## config.mk

```make
export PLATFORM = sky130hd
export DESIGN_NAME = tt_scan_ctrl
export DESIGN_NICKNAME = d
export VERILOG_FILES = /design/src/rtl/tt_scan_ctrl.sv
export SDC_FILE = /design/constraint.sdc
export NUM_CORES = 1
export LEC_CHECK = 0
export ABC_AREA = 1
export CAP_MARGIN = 20
export CORE_ASPECT_RATIO = 1.4
export CORE_MARGIN = 4
export CORE_UTILIZATION = 52
export DETAILED_ROUTE_END_ITERATION = 10
export PLACE_DENSITY_LB_ADDON = 0.12
export SETUP_SLACK_MARGIN = 0.05
export SLEW_MARGIN = 10
export SYNTH_ARGS = -nofsm -noshare
export SYNTH_HDL_FRONTEND = slang
export SYNTH_SLANG_ARGS = --single-unit
export TNS_END_PERCENT = 50
```

## constraint.sdc

```tcl
create_clock -name clk -period 1.85 [get_ports clk]
set_input_delay 0.37 -clock clk [delete_from_list [all_inputs] [get_ports clk]]
set_output_delay 0.37 -clock clk [all_outputs]
set_load 0.05 [all_outputs]
```

## src/rtl/tt_scan_ctrl.sv

```systemverilog
// Truth-table scanner: steps a 4-input vector through 0..15, capturing f_in per vector.
// Optional self-check against an expected table is enabled by defining TT_SCAN_COMPARE_EN.
module tt_scan_ctrl #(
    parameter int unsigned SETTLE_CYCLES = 2
) (
    input  logic        clk,
    input  logic        rst_n,
    input  logic        start,
    input  logic        abort,
    input  logic        f_in,
`ifdef TT_SCAN_COMPARE_EN
    input  logic [15:0] expected,
    output logic        match,
    output logic [4:0]  mismatch_cnt,
`endif
    output logic [3:0]  x_out,
    output logic        busy,
    output logic        done,
    output logic [15:0] truth_table
);

    typedef enum logic [1:0] {StIdle, StApply, StDone} state_e;

    localparam logic [3:0] CntLast = 4'(SETTLE_CYCLES - 1);

    state_e      r_state;
    state_e      w_state_next;
    logic [3:0]  r_idx;
    logic [3:0]  r_cnt;
    logic [15:0] r_tt;
    logic        w_accept;
    logic        w_sample;
    logic        w_abort;

    always_ff @(posedge clk or negedge rst_n) begin
        if (!rst_n) begin
            r_state <= StIdle;
        end else begin
            r_state <= w_state_next;
        end
    end

    // Abort is evaluated before the sample so it wins a same-edge collision.
    always_comb begin
        w_state_next = r_state;
        w_accept     = 1'b0;
        w_sample     = 1'b0;
        w_abort      = 1'b0;
        busy         = 1'b0;
        done         = 1'b0;
        case (r_state)
            StIdle: begin
                if (start && !abort) begin
                    w_accept     = 1'b1;
                    w_state_next = StApply;
                end
            end
            StApply: begin
                busy = 1'b1;
                if (abort) begin
                    w_abort      = 1'b1;
                    w_state_next = StIdle;
                end else if (r_cnt == CntLast) begin
                    w_sample = 1'b1;
                    if (r_idx == 4'd15) begin
                        w_state_next = StDone;
                    end
                end
            end
            StDone: begin
                done         = 1'b1;
                w_state_next = StIdle;
            end
            default: w_state_next = StIdle;
        endcase
    end

    always_ff @(posedge clk or negedge rst_n) begin
        if (!rst_n) begin
            r_idx <= 4'd0;
            r_cnt <= 4'd0;
            r_tt  <= 16'd0;
        end else if (w_accept) begin
            r_idx <= 4'd0;
            r_cnt <= 4'd0;
            r_tt  <= 16'd0;
        end else if (w_abort) begin
            r_idx <= 4'd0;
            r_cnt <= 4'd0;
        end else if (w_sample) begin
            r_tt[r_idx] <= f_in;
            r_cnt       <= 4'd0;
            if (r_idx != 4'd15) begin
                r_idx <= r_idx + 4'd1;
            end
        end else if (r_state == StApply) begin
            r_cnt <= r_cnt + 4'd1;
        end else if (r_state == StDone) begin
            r_idx <= 4'd0;
        end
    end

    assign x_out       = r_idx;
    assign truth_table = r_tt;

`ifdef TT_SCAN_COMPARE_EN
    logic [15:0] r_exp;
    logic [4:0]  r_mm_cnt;
    logic        r_match;
    logic [4:0]  w_mm_next;

    assign w_mm_next = r_mm_cnt + 5'((w_sample && (f_in != r_exp[r_idx])) ? 1 : 0);

    // The verdict includes the final sample, so it uses the post-increment count.
    always_ff @(posedge clk or negedge rst_n) begin
        if (!rst_n) begin
            r_exp    <= 16'd0;
            r_mm_cnt <= 5'd0;
            r_match  <= 1'b0;
        end else if (w_accept) begin
            r_exp    <= expected;
            r_mm_cnt <= 5'd0;
            r_match  <= 1'b0;
        end else begin
            if (w_sample) begin
                r_mm_cnt <= w_mm_next;
            end
            if (w_abort) begin
                r_match <= 1'b0;
            end else if (w_sample && r_idx == 4'd15) begin
                r_match <= (w_mm_next == 5'd0);
            end
        end
    end

    assign match        = r_match;
    assign mismatch_cnt = r_mm_cnt;
`endif

endmodule

```

==> flow_summary.json, run 1 <==
{
  "grt_pass1_vias": 1324,
  "wire_per_inst_um": 12.1,
  "rsz0062_at_grt": "no",
  "synth_top_area_cell": "dfrtp_1",
  "grt_pass1_wl_mm": 5.64,
  "worstPathMaxFanout": 19,
  "clock_path_buffers": 2,
  "intPower_mw": 0.865,
  "ant_nets": 0,
  "worst_ep_required_time_ns": 2.01,
  "drv_slew": 0,
  "crit_path_cell_trace": "inv_1 > ha_1 > nand3_1 > nor2_4 > buf_4 > a21boi_1 > nand2_1 > nand2_1",
  "p_total_mw": 1.22,
  "critical_path.max_stage_delay_ns": 0.39,
  "portBuffers": 26,
  "critPathSlowestCell": "dfrtp_1",
  "route.final.wire_length_mm": 3.24,
  "final.setup.tns_ns": 0,
  "stdcell_count": 267,
  "dr.first_iter.drc_count": 26,
  "vias_per_cell": 5.10,
  "worstMarginPinSlew_ns": 0.322,
  "nets": 242,
  "die_w_um": 53.8,
  "die_area_um2": 3880,
  "synth-edff-count": 0,
  "synthToLayoutAreaGrowth_pct": 20.7,
  "period_share": 0.816,
  "fill_cells": 261,
  "leakage_nw": 1.02,
  "max_freq_mhz": 662,
  "drive_gt1_frac": 0.165,
  "ios": 27,
  "antenna_found_initial": 0,
  "fp.dieH_um": 72.1,
  "crit_family": "simple AND/OR/NAND/NOR gates",
  "status": "complete, no violations",
  "clock_latency_ns": 0.27,
  "hp-class": "in2async",
  "ir_drop_v": 0.000513,
  "core_um2": 2850,
  "pwr-share-comb": 0.206,
  "synth_nets": 213,
  "start_util": 0.536,
  "r2r_cells": 8,
  "postLayoutCellArea_um2": 1840,
  "rows": 23,
  "yosys_warnings": 0,
  "n_antenna_cell": 0,
  "synth_commonest_cells": "67 x nand2_1, 26 x dfrtp_1, 24 x nor2_1",
  "dpl_cell_area_um2": 1790,
  "holdWs_ns": 0.458,
  "fin_crit_ns": 1.51,
  "setup-violations-final": 0,
  "dpl.cell_count": 263,
  "drc_errors": 0,
  "postCtsSetupBuffers": 0,
  "cp.buffers_inverters": 2,
  "switching_share": 0.293,
  "grt_use_total": 0.191,
  "cp_num_cells": 8,
  "overflow": 0,
  "yosysTopAreaCellShare": 0.426,
  "relSlewSlack": 0.785,
  "synth_cells": 202,
  "synth_seq_cells": 26,
  "setup_ws_ns": 0.340,
  "mappedNetlistArea_um2": 1530,
  "synth.distinct_cells": 23,
  "numClockSinks": 26,
  "ys_seq_area_frac": 0.426,
  "power.density_nw_per_um2": 664,
  "grt_max_degree": 27,
  "fin_skew_ns": 0.00321,
  "final-hold-violation-count": 0,
  "dr.pass1.iters": 5,
  "power.share.clock": 0.297,
  "seqPwrFrac": 0.497,
  "crit_type": "reg2reg",
  "cts_hold_buffers": 0,
  "pre_cts_ws_ns": 0.107,
  "synth_area_leaders": "dfrtp_1 43%, nand2_1 16%, a21boi_1 6.9%, nor2_1 5.9%, nand4_1 5.7%",
  "dp_hpwl_mm": 2.49,
  "final_util": 0.646,
  "ys.flop_type": "dfrtp_1",
  "synth-async-reset-ratio": 1.00,
  "post_cts_resized": 0,
  "cp-start-kind": "flip-flop",
  "end_kind": "flip-flop",
  "crit_top_cell": "nand2_1",
  "cts_root_buf": "clkbuf_8",
  "cts_tree": "built",
  "synth_most_common_cell": "nand2_1",
  "cap_violations": 0,
  "clk_pin_slew_ns": 0.09,
  "synth.avg_cell_area_um2": 7.56,
  "cts.htree.levels": 1,
  "cts_buffers": 3,
  "p_sw_mw": 0.359,
  "gp_congestion": 0.839,
  "vias": 1361,
  "worst-endpoint-arrival_ns": 1.67
}
[worst reg2reg max path, delay by kind of cell, from the launching register on]
family	cells	cell delay, ns
AO/OA/AOI/OAI	1	0.09
adder cells (fa/ha/maj)	1	0.17
buffers and inverters	2	0.31
flip-flops	1	0.39
AND/OR/NAND/NOR	4	0.44
[sequential cells by signal, indices dropped and copies added, names as in the netlist]
register and flops:
truth_table 16, r_cnt 4, x_out 4, r_state 2
[final timing paths]
| kind | slack (ns) | to | startpoint |
|---|---|---|---|
| max in group asynchronous | 1.14 | truth_table[12]$_DFFE_PN0P_ | rst_n |
| setup / recovery | 0.34 | truth_table[1]$_DFFE_PN0P_ | r_cnt[1]$_DFFE_PN0P_ |
| setup reg to reg | 0.34 | truth_table[1]$_DFFE_PN0P_ | r_cnt[1]$_DFFE_PN0P_ |
| min in group clk | 0.48 | truth_table[8]$_DFFE_PN0P_ | truth_table[8]$_DFFE_PN0P_ |
| hold / removal | 0.46 | r_cnt[1]$_DFFE_PN0P_ | rst_n |
| hold reg to reg | 0.48 | truth_table[8]$_DFFE_PN0P_ | truth_table[8]$_DFFE_PN0P_ |
[cells in the final DEF (no fill, tap or decap)]
cell type | Yosys | layout
a211oi_1 | 1 | 1
a21boi_1 | 14 | 14
buf_12 | 0 | 1
buf_4 | 2 | 27
clkbuf_8 | 0 | 4
clkdlybuf4s50_1 | 0 | 4
dfrtp_1 | 26 | 26
ha_1 | 6 | 6
inv_1 | 19 | 19
inv_2 | 1 | 1
nand2_1 | 67 | 67
nand2_2 | 1 | 1
nand3_1 | 11 | 11
nand3_2 | 1 | 1
nand4_1 | 14 | 14
nor2_1 | 24 | 24
nor2_4 | 2 | 2
nor3_1 | 2 | 2
o21ai_0 | 1 | 1
o21ai_1 | 1 | 1
o22ai_1 | 1 | 1
or2_2 | 1 | 1
xor2_1 | 1 | 1
[power by group through the flow]
stage                     clock network (mW)  logic (mW)  registers [mW]
after floorplan                            0       0.161           0.640
after global placement                     0       0.248           0.619
after detailed placement                   0       0.253           0.620
after CTS                              0.374       0.254           0.609
after global routing                   0.393       0.284           0.611
final                                  0.363       0.252           0.609
[kinds of logic after synthesis]
family / after synthesis / synth area share
AOI/OAI and AO/OA: 18 / 0.0844
xor gates and xnor gates: 1 / 0.00574
adders and majority gates: 6 / 0.0492
buffers and inverters: 28 / 0.0811
DFF: 26 / 0.426
and+or+nand+nor: 123 / 0.353
[final cells by class]
type | count | area, um2 | share of cell area
well taps | 37 | 46.3 | 0.0251
multi-input cells | 148 | 752 | 0.408
inverters | 20 | 75.1 | 0.0408
clock buffers | 4 | 55.1 | 0.0299
repair buffers | 32 | 263 | 0.143
flip-flops and latches | 26 | 651 | 0.353
[metal layers]
| layer | GRT usage | routed length [um] | up-vias |
|---|---|---|---|
| li1 | - | - | 703 |
| met1 | 0.237 | 1430 | 628 |
| met2 | 0.321 | 1660 | 26 |
| met3 | 0.0287 | 123 | 4 |
| met4 | 0.0795 | 26 | 0 |
| met5 | 0 | 0 | - |
(Power assumes the default switching activity.)
==> run 2, diff against run 1 <==
==> constraint.sdc (replaced) <==
create_clock -name clk -period 1.5 [get_ports clk]
set_input_delay 0.3 -clock clk [delete_from_list [all_inputs] [get_ports clk]]
set_output_delay 0.3 -clock clk [all_outputs]
set_load 0.05 [all_outputs]
==> run 2 against run 1 <==
Sequential power rose by 25%. Combinational power rose by 92%. Core utilization rose by 18 points. Clock power rose by 59%. Critical path depth fell by 5. Final cell count rose by 5.6%. Sequential share of layout area fell by 7.6 points. Design area rose by 28%. Critical path type is now reg2out. Largest cell class unchanged.
==> flow_summary.json, run 2 (synthesis gave the netlist of run 1 again) <==
{
  "critPathSlowestCell": "dfrtp_2",
  "grt_pass1_wl_mm": 6.15,
  "cts_root_buf": "clkbuf_8",
  "worst_ep_required_time_ns": 1.20,
  "grt_pass1_vias": 1413,
  "setup_ws_ns": 0.0528,
  "final_cell_mix": "62 x nand2_1, 24 x buf_12, 23 x nor2_1",
  "cap_violations": 0,
  "drive_gt1_frac": 0.286,
  "layout_commonest_cell": "nand2_1",
  "n_antenna_cell": 0,
  "critical_path.max_stage_delay_ns": 0.45,
  "rows": 23,
  "start_util": 0.536,
  "vias": 1537,
  "drc_errors": 0,
  "fill_cells": 148,
  "grt_max_degree": 31,
  "gp_congestion": 0.841,
  "synthToLayoutAreaGrowth_pct": 54.8,
  "dr.first_iter.drc_count": 107,
  "dpl.cell_count": 265,
  "numClockSinks": 26,
  "dr.pass1.iters": 4,
  "fin_skew_ns": 0.00394,
  "wire_per_inst_um": 14.8,
  "portBuffers": 26,
  "relSlewSlack": 0.783,
  "die_area_um2": 3880,
  "worstPathMaxFanout": 4,
  "core_um2": 2850,
  "cts_hold_buffers": 0,
  "clock_latency_ns": 0.27,
  "route.final.wire_length_mm": 4.16,
  "cts_tree": "built",
  "stdcell_count": 282,
  "largest_reg_flops": 16,
  "power.density_nw_per_um2": 771,
  "setup-violations-final": 0,
  "leakage_nw": 1.19,
  "pre_cts_ws_ns": -0.115,
  "ios": 27,
  "drv_slew": 0,
  "rsz0062_at_grt": "yes",
  "clk_pin_slew_ns": 0.09,
  "regArea_um2": 656,
  "startpoint": "x_out[0]$_DFFE_PN0P_",
  "dp_hpwl_mm": 2.65,
  "worst-endpoint-arrival_ns": 1.15,
  "end_kind": "output pin",
  "cts_buffers": 3,
  "cp.buffers_inverters": 3,
  "period_share": 0.965,
  "grt_use_total": 0.208,
  "final-hold-violation-count": 0,
  "multi_input_area_um2": 808,
  "overflow": 0,
  "cts.htree.levels": 1,
  "crit_type": "reg2out",
  "ir_drop_v": 0.000769,
  "max_freq_mhz": 691,
  "antenna_found_initial": 0,
  "reg2reg_from": "x_out[0]$_DFFE_PN0P_",
  "die_w_um": 53.8,
  "crit_path_cell_trace": "buf_4 > buf_4 > buf_12",
  "worstMarginPinSlew_ns": 0.325,
  "hp-class": "in2async",
  "nets": 257,
  "fin_crit_ns": 1.45,
  "status": "complete, no violations",
  "crit_top_cell": "buf_4",
  "crit_family": "flip-flops",
  "clock_path_buffers": 2,
  "fp.dieH_um": 72.1,
  "ant_nets": 0,
  "vias_per_cell": 5.45,
  "cp-start-kind": "flip-flop"
}
[run 2: through the flow]
step,cell area (um2),util,power (mW),TNS (ns),hold WS (ns)
global placement,2090,0.735,1.12,-1.04,0.522
floorplan,1530,-,0.989,0,0.00441
CTS,2170,0.763,1.72,0,0.409
detailed placement,2090,0.735,1.14,-1.66,0.525
finish,2360,0.830,1.82,0,0.396
global route,2360,0.830,1.90,0,0.431
[run 2: power breakdown]
part,switching (mW),internal (mW),total (mW)
registers,0.0329,0.728,0.761
logic,0.261,0.224,0.485
clock network,0.220,0.357,0.576
[run 2: layout make-up]
type	count	area share
clock inverters	1	0.0127
multi-input cells	148	0.342
repair buffers	47	0.299
well taps	37	0.0196
flip-flops and latches	26	0.277
inverters	20	0.0318
clock buffers	3	0.0175
[run 2: timing repair]
item / CTS / global route
endpoints found under the hold margin: 0 / 0
buffers inserted: 0 / 10
pin swaps: 1 / 2
gates resized for setup: 2 / 17
gates cloned: 0 / 3
endpoints found under the setup margin: 19 / 23
[run 2: worst register-to-register path, delay by kind of cell, from the launching register on]
family	cells	cell delay, ns
AOI/OAI and AO/OA	1	0.09
adders and majority gates	1	0.20
buffers and inverters	3	0.31
DFF	1	0.45
and+or+nand+nor	3	0.27
[run 2: path summary, 6_finish.rpt]
path / slack, ns / cells past startpoint / to
worst min register to register: 0.54 / 2 / truth_table[9]$_DFFE_PN0P_
max in group asynchronous: 0.84 / 2 / x_out[0]$_DFFE_PN0P_
min in group clk: 0.54 / 2 / truth_table[9]$_DFFE_PN0P_
worst max register to register: 0.09 / 8 / truth_table[0]$_DFFE_PN0P_
worst min-delay path: 0.40 / 2 / r_cnt[2]$_DFFE_PN0P_
worst max-delay path: 0.05 / 3 / x_out[0]
[run 2: metal layers]
metal / vias to the layer above / track usage / wire length (um)
met1: 734 / 0.257 / 1620
met3: 11 / 0.0308 / 141
met4: 0 / 0.0682 / 82
li1: 734 / - / -
met2: 58 / 0.360 / 2320
met5: - / 0 / 0
==> run 3, diff against run 2 <==
--- a/config.mk
+++ b/config.mk
@@ -9,7 +9,7 @@
 export CAP_MARGIN = 20
 export CORE_ASPECT_RATIO = 1.4
 export CORE_MARGIN = 4
-export CORE_UTILIZATION = 52
+export CORE_UTILIZATION = 56
 export DETAILED_ROUTE_END_ITERATION = 10
 export PLACE_DENSITY_LB_ADDON = 0.12
 export SETUP_SLACK_MARGIN = 0.05
==> constraint.sdc (replaced) <==
create_clock -name clk -period 1.8 [get_ports clk]
set_input_delay 0.36 -clock clk [delete_from_list [all_inputs] [get_ports clk]]
set_output_delay 0.36 -clock clk [all_outputs]
set_load 0.05 [all_outputs]
==> run 3 against run 2 <==
Via count fell by 9.2%. Highest routed layer unchanged. Worst hold slack lost 0.00095 ns. Non-clock buffer count down 17.
==> flow_summary.json, run 3 (synthesis gave the netlist of run 1 again) <==
{
  "n_antenna_cell": 0,
  "dr_wl_met3_um": 105,
  "antenna_found_initial": 0,
  "clk_pin_slew_ns": 0.14,
  "layout_commonest_cell": "nand2_1",
  "routed.top_layer": "met4",
  "route.final.wire_length_mm": 3.38,
  "portBuffers": 26,
  "worstMarginPinSlew_ns": 0.587,
  "start_util": 0.584,
  "die_area_um2": 3640,
  "ir_drop_v": 0.000607,
  "crit_path_cell_trace": "inv_2 > nand2_1 > inv_1 > buf_12",
  "rows": 22,
  "overflow": 0,
  "power.density_nw_per_um2": 698,
  "drive_gt1_frac": 0.158,
  "rsz0062_at_grt": "no",
  "clock_path_buffers": 2,
  "die_w_um": 52.1,
  "setup-violations-final": 0,
  "synthToLayoutAreaGrowth_pct": 21.9,
  "critical_path.max_stage_delay_ns": 0.45,
  "critPathSlowestCell": "dfrtp_1",
  "vias": 1395,
  "dpl_cell_area_um2": 1810,
  "numClockSinks": 26,
  "nets": 240,
  "grt_pass1_vias": 1363,
  "cts_buffers": 3,
  "cts_hold_buffers": 0,
  "cts.htree.levels": 1,
  "hp-class": "in2async",
  "p_sw_mw": 0.368,
  "end_kind": "output pin",
  "crit_type": "reg2out",
  "grt_use_total": 0.202,
  "max_freq_mhz": 648,
  "gp_congestion": 0.813,
  "ant_nets": 0,
  "intPower_mw": 0.930,
  "dp_hpwl_mm": 2.55,
  "seqPwrFrac": 0.483,
  "status": "complete, no violations",
  "worstPathMaxFanout": 4,
  "worst-endpoint-arrival_ns": 1.18,
  "stdcell_count": 264,
  "cp-start-kind": "flip-flop",
  "leakage_nw": 1.02,
  "drv_slew": 0,
  "post_cts_resized": 0,
  "grt_pass1_wl_mm": 5.80,
  "cts_tree": "built",
  "crit_family": "flip-flops",
  "pwr-share-comb": 0.212,
  "postLayoutCellArea_um2": 1860,
  "wl_met2_mm": 1.85,
  "final.setup.tns_ns": 0,
  "wire_per_inst_um": 12.8,
  "clock_latency_ns": 0.31,
  "core_um2": 2620,
  "wl_met1_mm": 1.35,
  "fp.dieH_um": 69.8,
  "ios": 27,
  "cap_violations": 0,
  "vias_per_cell": 5.28,
  "dr.first_iter.drc_count": 35,
  "dpl.cell_count": 260,
  "power.share.clock": 0.305,
  "fin_skew_ns": 0.00284,
  "fin_crit_ns": 1.54,
  "grt_max_degree": 31,
  "period_share": 0.858,
  "cts_root_buf": "clkbuf_4",
  "final-hold-violation-count": 0,
  "relSlewSlack": 0.607,
  "drc_errors": 0,
  "cp.buffers_inverters": 3,
  "largest_reg_flops": 16,
  "worst_ep_required_time_ns": 1.44,
  "dr.pass1.iters": 4,
  "final_cell_mix": "67 x nand2_1, 26 x dfrtp_1, 24 x nor2_1",
  "switching_share": 0.284,
  "postCtsSetupBuffers": 0
}
[run 3: worst paths after layout]
path                       cells after the start                          to  slack [ns]                        from
setup / recovery                               4                        done        0.26      r_state[0]$_DFFE_PN0P_
hold reg to reg                                2  truth_table[7]$_DFFE_PN0P_        0.49  truth_table[7]$_DFFE_PN0P_
max in group asynchronous                      2  truth_table[0]$_DFFE_PN0P_        1.16                       rst_n
min in group clk                               2  truth_table[7]$_DFFE_PN0P_        0.49  truth_table[7]$_DFFE_PN0P_
hold / removal                                 2        x_out[0]$_DFFE_PN0P_        0.40                       rst_n
setup reg to reg                               8        x_out[3]$_DFFE_PN0P_        0.28        r_cnt[1]$_DFFE_PN0P_
[run 3: metal layers]
layer  vias to the layer above  global-route usage
li1                        706                   -
met1                       648               0.237
met2                        35               0.365
met3                         6              0.0280
met4                         0              0.0612
met5                         -                   0
[run 3: layout make-up]
cell class                 instances  area [um2]
clock inverter                     1        30.0
multi-input combinational        148         752
fill                             233         754
clock buffer                       3        22.5
sequential                        26         651
timing repair buffer              30         285
tap                               36        45.0
inverter                          20        75.1
[run 3: per-stage QoR]
step | setup WS [ns] | util | total power, mW | hold WS, ns
final | 0.256 | 0.711 | 1.30 | 0.396
after global routing | 0.0991 | 0.711 | 1.37 | 0.397
after CTS | 0.237 | 0.711 | 1.31 | 0.399
after detailed placement | 0.0945 | 0.691 | 0.913 | 0.463
after global placement | 0.129 | 0.691 | 0.903 | 0.460
after floorplan | 0.159 | - | 0.824 | 0.0644
[run 3: power by group through the flow]
stage	Combinational (mW)	Sequential (mW)	Clock, mW
after floorplan	0.166	0.658	0
after CTS	0.278	0.627	0.406
after global routing	0.307	0.632	0.435
after detailed placement	0.275	0.638	0
after global placement	0.267	0.636	0
final	0.276	0.627	0.396
==> patch: new RTL, config.mk and constraints of run 3 <==
Add a define of `TT_SCAN_COMPARE_EN`.
--- a/src/rtl/tt_scan_ctrl.sv
+++ b/src/rtl/tt_scan_ctrl.sv
@@ -1,5 +1,7 @@
 // Truth-table scanner: steps a 4-input vector through 0..15, capturing f_in per vector.
 // Optional self-check against an expected table is enabled by defining TT_SCAN_COMPARE_EN.
+`define TT_SCAN_COMPARE_EN
+
 module tt_scan_ctrl #(
     parameter int unsigned SETTLE_CYCLES = 2
 ) (
Interface: changed (added expected, match and mismatch_cnt); port bits go from 27 to 49. No check against the original RTL was run, so the function may have changed too.
==> patch against run 3 <==
The flow now finishes with violations (setup timing). Critical path type is now register to register. Clock power is 71% higher. Non-clock buffer count is 57 higher. Routed wire length is 97% higher. Worst setup slack worse by 0.70 ns. Sequential cell count is 22 higher. Critical endpoint is now match. Register-to-register slack worse by 0.72 ns. Critical path depth is 12 higher. Cell area is 90% higher. Synthesized area is 67% higher. Total power is 110% higher. Hold slack worse by 0.37 ns. Fmax is 31% lower. First-iteration DRC count grew to 5.2 times the old value.
==> patch: results (changes against run 3) <==
| Metric | Value |
|---|---|
| Layout net count | `418 (+74%)` |
| Mapped Nets | `333 (+56%)` |
| DP HPWL | `4460 um (+75%)` |
| IO Port Bufs | `48 (+85%)` |
| Final worst slack | `-0.441 ns (-0.697 ns)` |
| Yosys Warn Count | `0 (unchanged)` |
| Worst Hold Class | `input pin to async pin` |
| CTS Buf Count | `5 (+2)` |
| Slowest CP cell | `dfrtp_2` |
| WL/cell | `14.8 um (+16%)` |
| Final std cells w/o fill | `450 (+70%)` |
| H-Tree Depth | `2 (+1)` |
| First-pass GRT wire length | `10400 um (+80%)` |
| Top cells by count, synth | `57 x nand2_1, 50 x inv_1, 48 x dfrtp_1, 26 x o21ai_0, 25 x nor2_1` |
| Worst vdd rail ir drop | `0.570 mV (-6.1%)` |
| GRT Util Overall | `0.234 (+0.0321)` |
| Slew @ Worst Pin | `0.540 ns (-0.0475 ns)` |
| Synth Flop Type | `dfrtp_1` |
| CP peak stage delay | `0.48 ns (+0.03 ns)` |
| Violated checks | `setup timing` |
| Setup WS pre-CTS | `-0.417 ns (-0.512 ns)` |
| # diodes | `0 (unchanged)` |
| Status | `complete, but fails checks` |
| Largest net degree at the start of global routing | `33 (+6.5%)` |
| Clock Latency Late Sink | `0.31 ns (about the same)` |
| Clk root buf | `clkbuf_8` |
| Sequential-to-total area share from yosys stat | `0.471 (+0.0448)` |
| Placed Area | `3260 um^2 (+80%)` |
| Initial antenna violation count | `0 (unchanged)` |
| Synth cell types | `32 (+39%)` |
| Final setup viols | `6 (+6)` |
| Worst path arrival time | `2.47 ns (+1.29 ns)` |
| Avg Inst Size Synth | `8.39 um^2 (+11%)` |
| Number of global-route vias before repair | `2404 (+76%)` |
| Worst Skew | `0.00888 ns (+0.00604 ns)` |
| Critical Path Fanout Max | `9 (+5)` |
| Placed insts | `432 (+66%)` |
| CTS clk-pin slew, worst paths | `0.09 ns (-0.05 ns)` |
| Filler instances | `274 (+18%)` |
| DRT iter0 DRCs | `182 (+420%)` |
| Clock tree buffer depth | `2 (unchanged)` |
| Async set or reset register ratio after synthesis | `1.00 (unchanged)` |
| Share of layout cells above drive strength 1 | `0.331 (+0.173)` |
| Static Leak | `1.71 nW (+68%)` |
| Largest cells by area after synthesis | `dfrtp_1 47%, nand2_1 8.4%, inv_1 7.4%` |
| Total number of vias | `2341 (+68%)` |
| Gpl congestion | `0.874 (+7.5%)` |
| First-pass DRT Iterations | `4 (unchanged)` |
patch: final cells by class:
type | instances | area [um^2] | share of cell area
multi-input cells | 190 | 1170 | 0.329
clock inverters | 1 | 7.51 | 0.00212
flip-flops and latches | 48 | 1210 | 0.341
clock buffers | 7 | 86.3 | 0.0244
repair buffers | 87 | 781 | 0.220
inverters | 57 | 220 | 0.0622
well taps | 60 | 75.1 | 0.0212
patch: what timing repair did:
item / in CTS / in global routing
endpoints found under the setup margin: 6 / 10
hold buffers: 0 / 0
pin swaps: 4 / 2
setup buffers: 3 / 7
gates resized for setup: 10 / 24
endpoints found under the hold margin: 0 / 0
patch: metrics by stage:
step	hold WS, ns	setup TNS, ns	total power [mW]
6_report	0.0218	-1.65	2.70
5_1_grt	0.0472	-2.62	2.84
4_1_cts	0.0306	-0.968	2.64
3_5_place_dp	0.364	-2.34	1.92
3_3_place_gp	0.355	-1.87	1.90
2_1_floorplan	0.0644	-1.23	1.63
patch: report_power, final:
group	total (mW)	internal (mW)	switching [mW]	leakage, nW
registers	1.22	1.17	0.0496	0.634
logic	0.797	0.339	0.458	1.03
clock network	0.676	0.312	0.364	0.0445
total	2.70	1.83	0.871	1.71
patch: cell families after synthesis:
| kind of cell | Yosys count | share of synthesized area |
|---|---|---|
| XOR/XNOR | 6 | 0.0206 |
| adder cells (fa/ha/maj) | 8 | 0.0393 |
| flip-flops | 48 | 0.471 |
| AND/OR/NAND/NOR | 111 | 0.194 |
| buffers and inverters | 66 | 0.113 |
| AO/OA/AOI/OAI | 65 | 0.162 |
patch: critical path, delay by kind of cell (launching register included):
kind	cells	cell delay, ns
adder cells (fa/ha/maj)	2	0.36
XOR/XNOR	1	0.21
buffers and inverters	1	0.11
AO/OA/AOI/OAI	1	0.17
flip-flops	1	0.48
AND/OR/NAND/NOR	11	0.83
patch: worst paths after layout:
kind                                 from         endpoint  slack (ns)  cells after the start
setup / recovery                 x_out[0]            match       -0.44                     16
hold / removal                      rst_n         x_out[1]        0.02                      1
setup reg to reg                 x_out[0]            match       -0.44                     16
hold reg to reg            truth_table[7]   truth_table[7]        0.55                      2
max in group asynchronous           rst_n  truth_table[10]        1.14                      2
min in group clk           truth_table[7]   truth_table[7]        0.55                      2
patch: per-layer routing:
layer | global-route usage | part of all wire | up-vias
li1 | - | - | 1134
met1 | 0.281 | 0.41 | 1114
met2 | 0.412 | 0.52 | 72
met3 | 0.0449 | 0.047 | 21
met4 | 0.0981 | 0.029 | 0
met5 | 0 | 0 | -
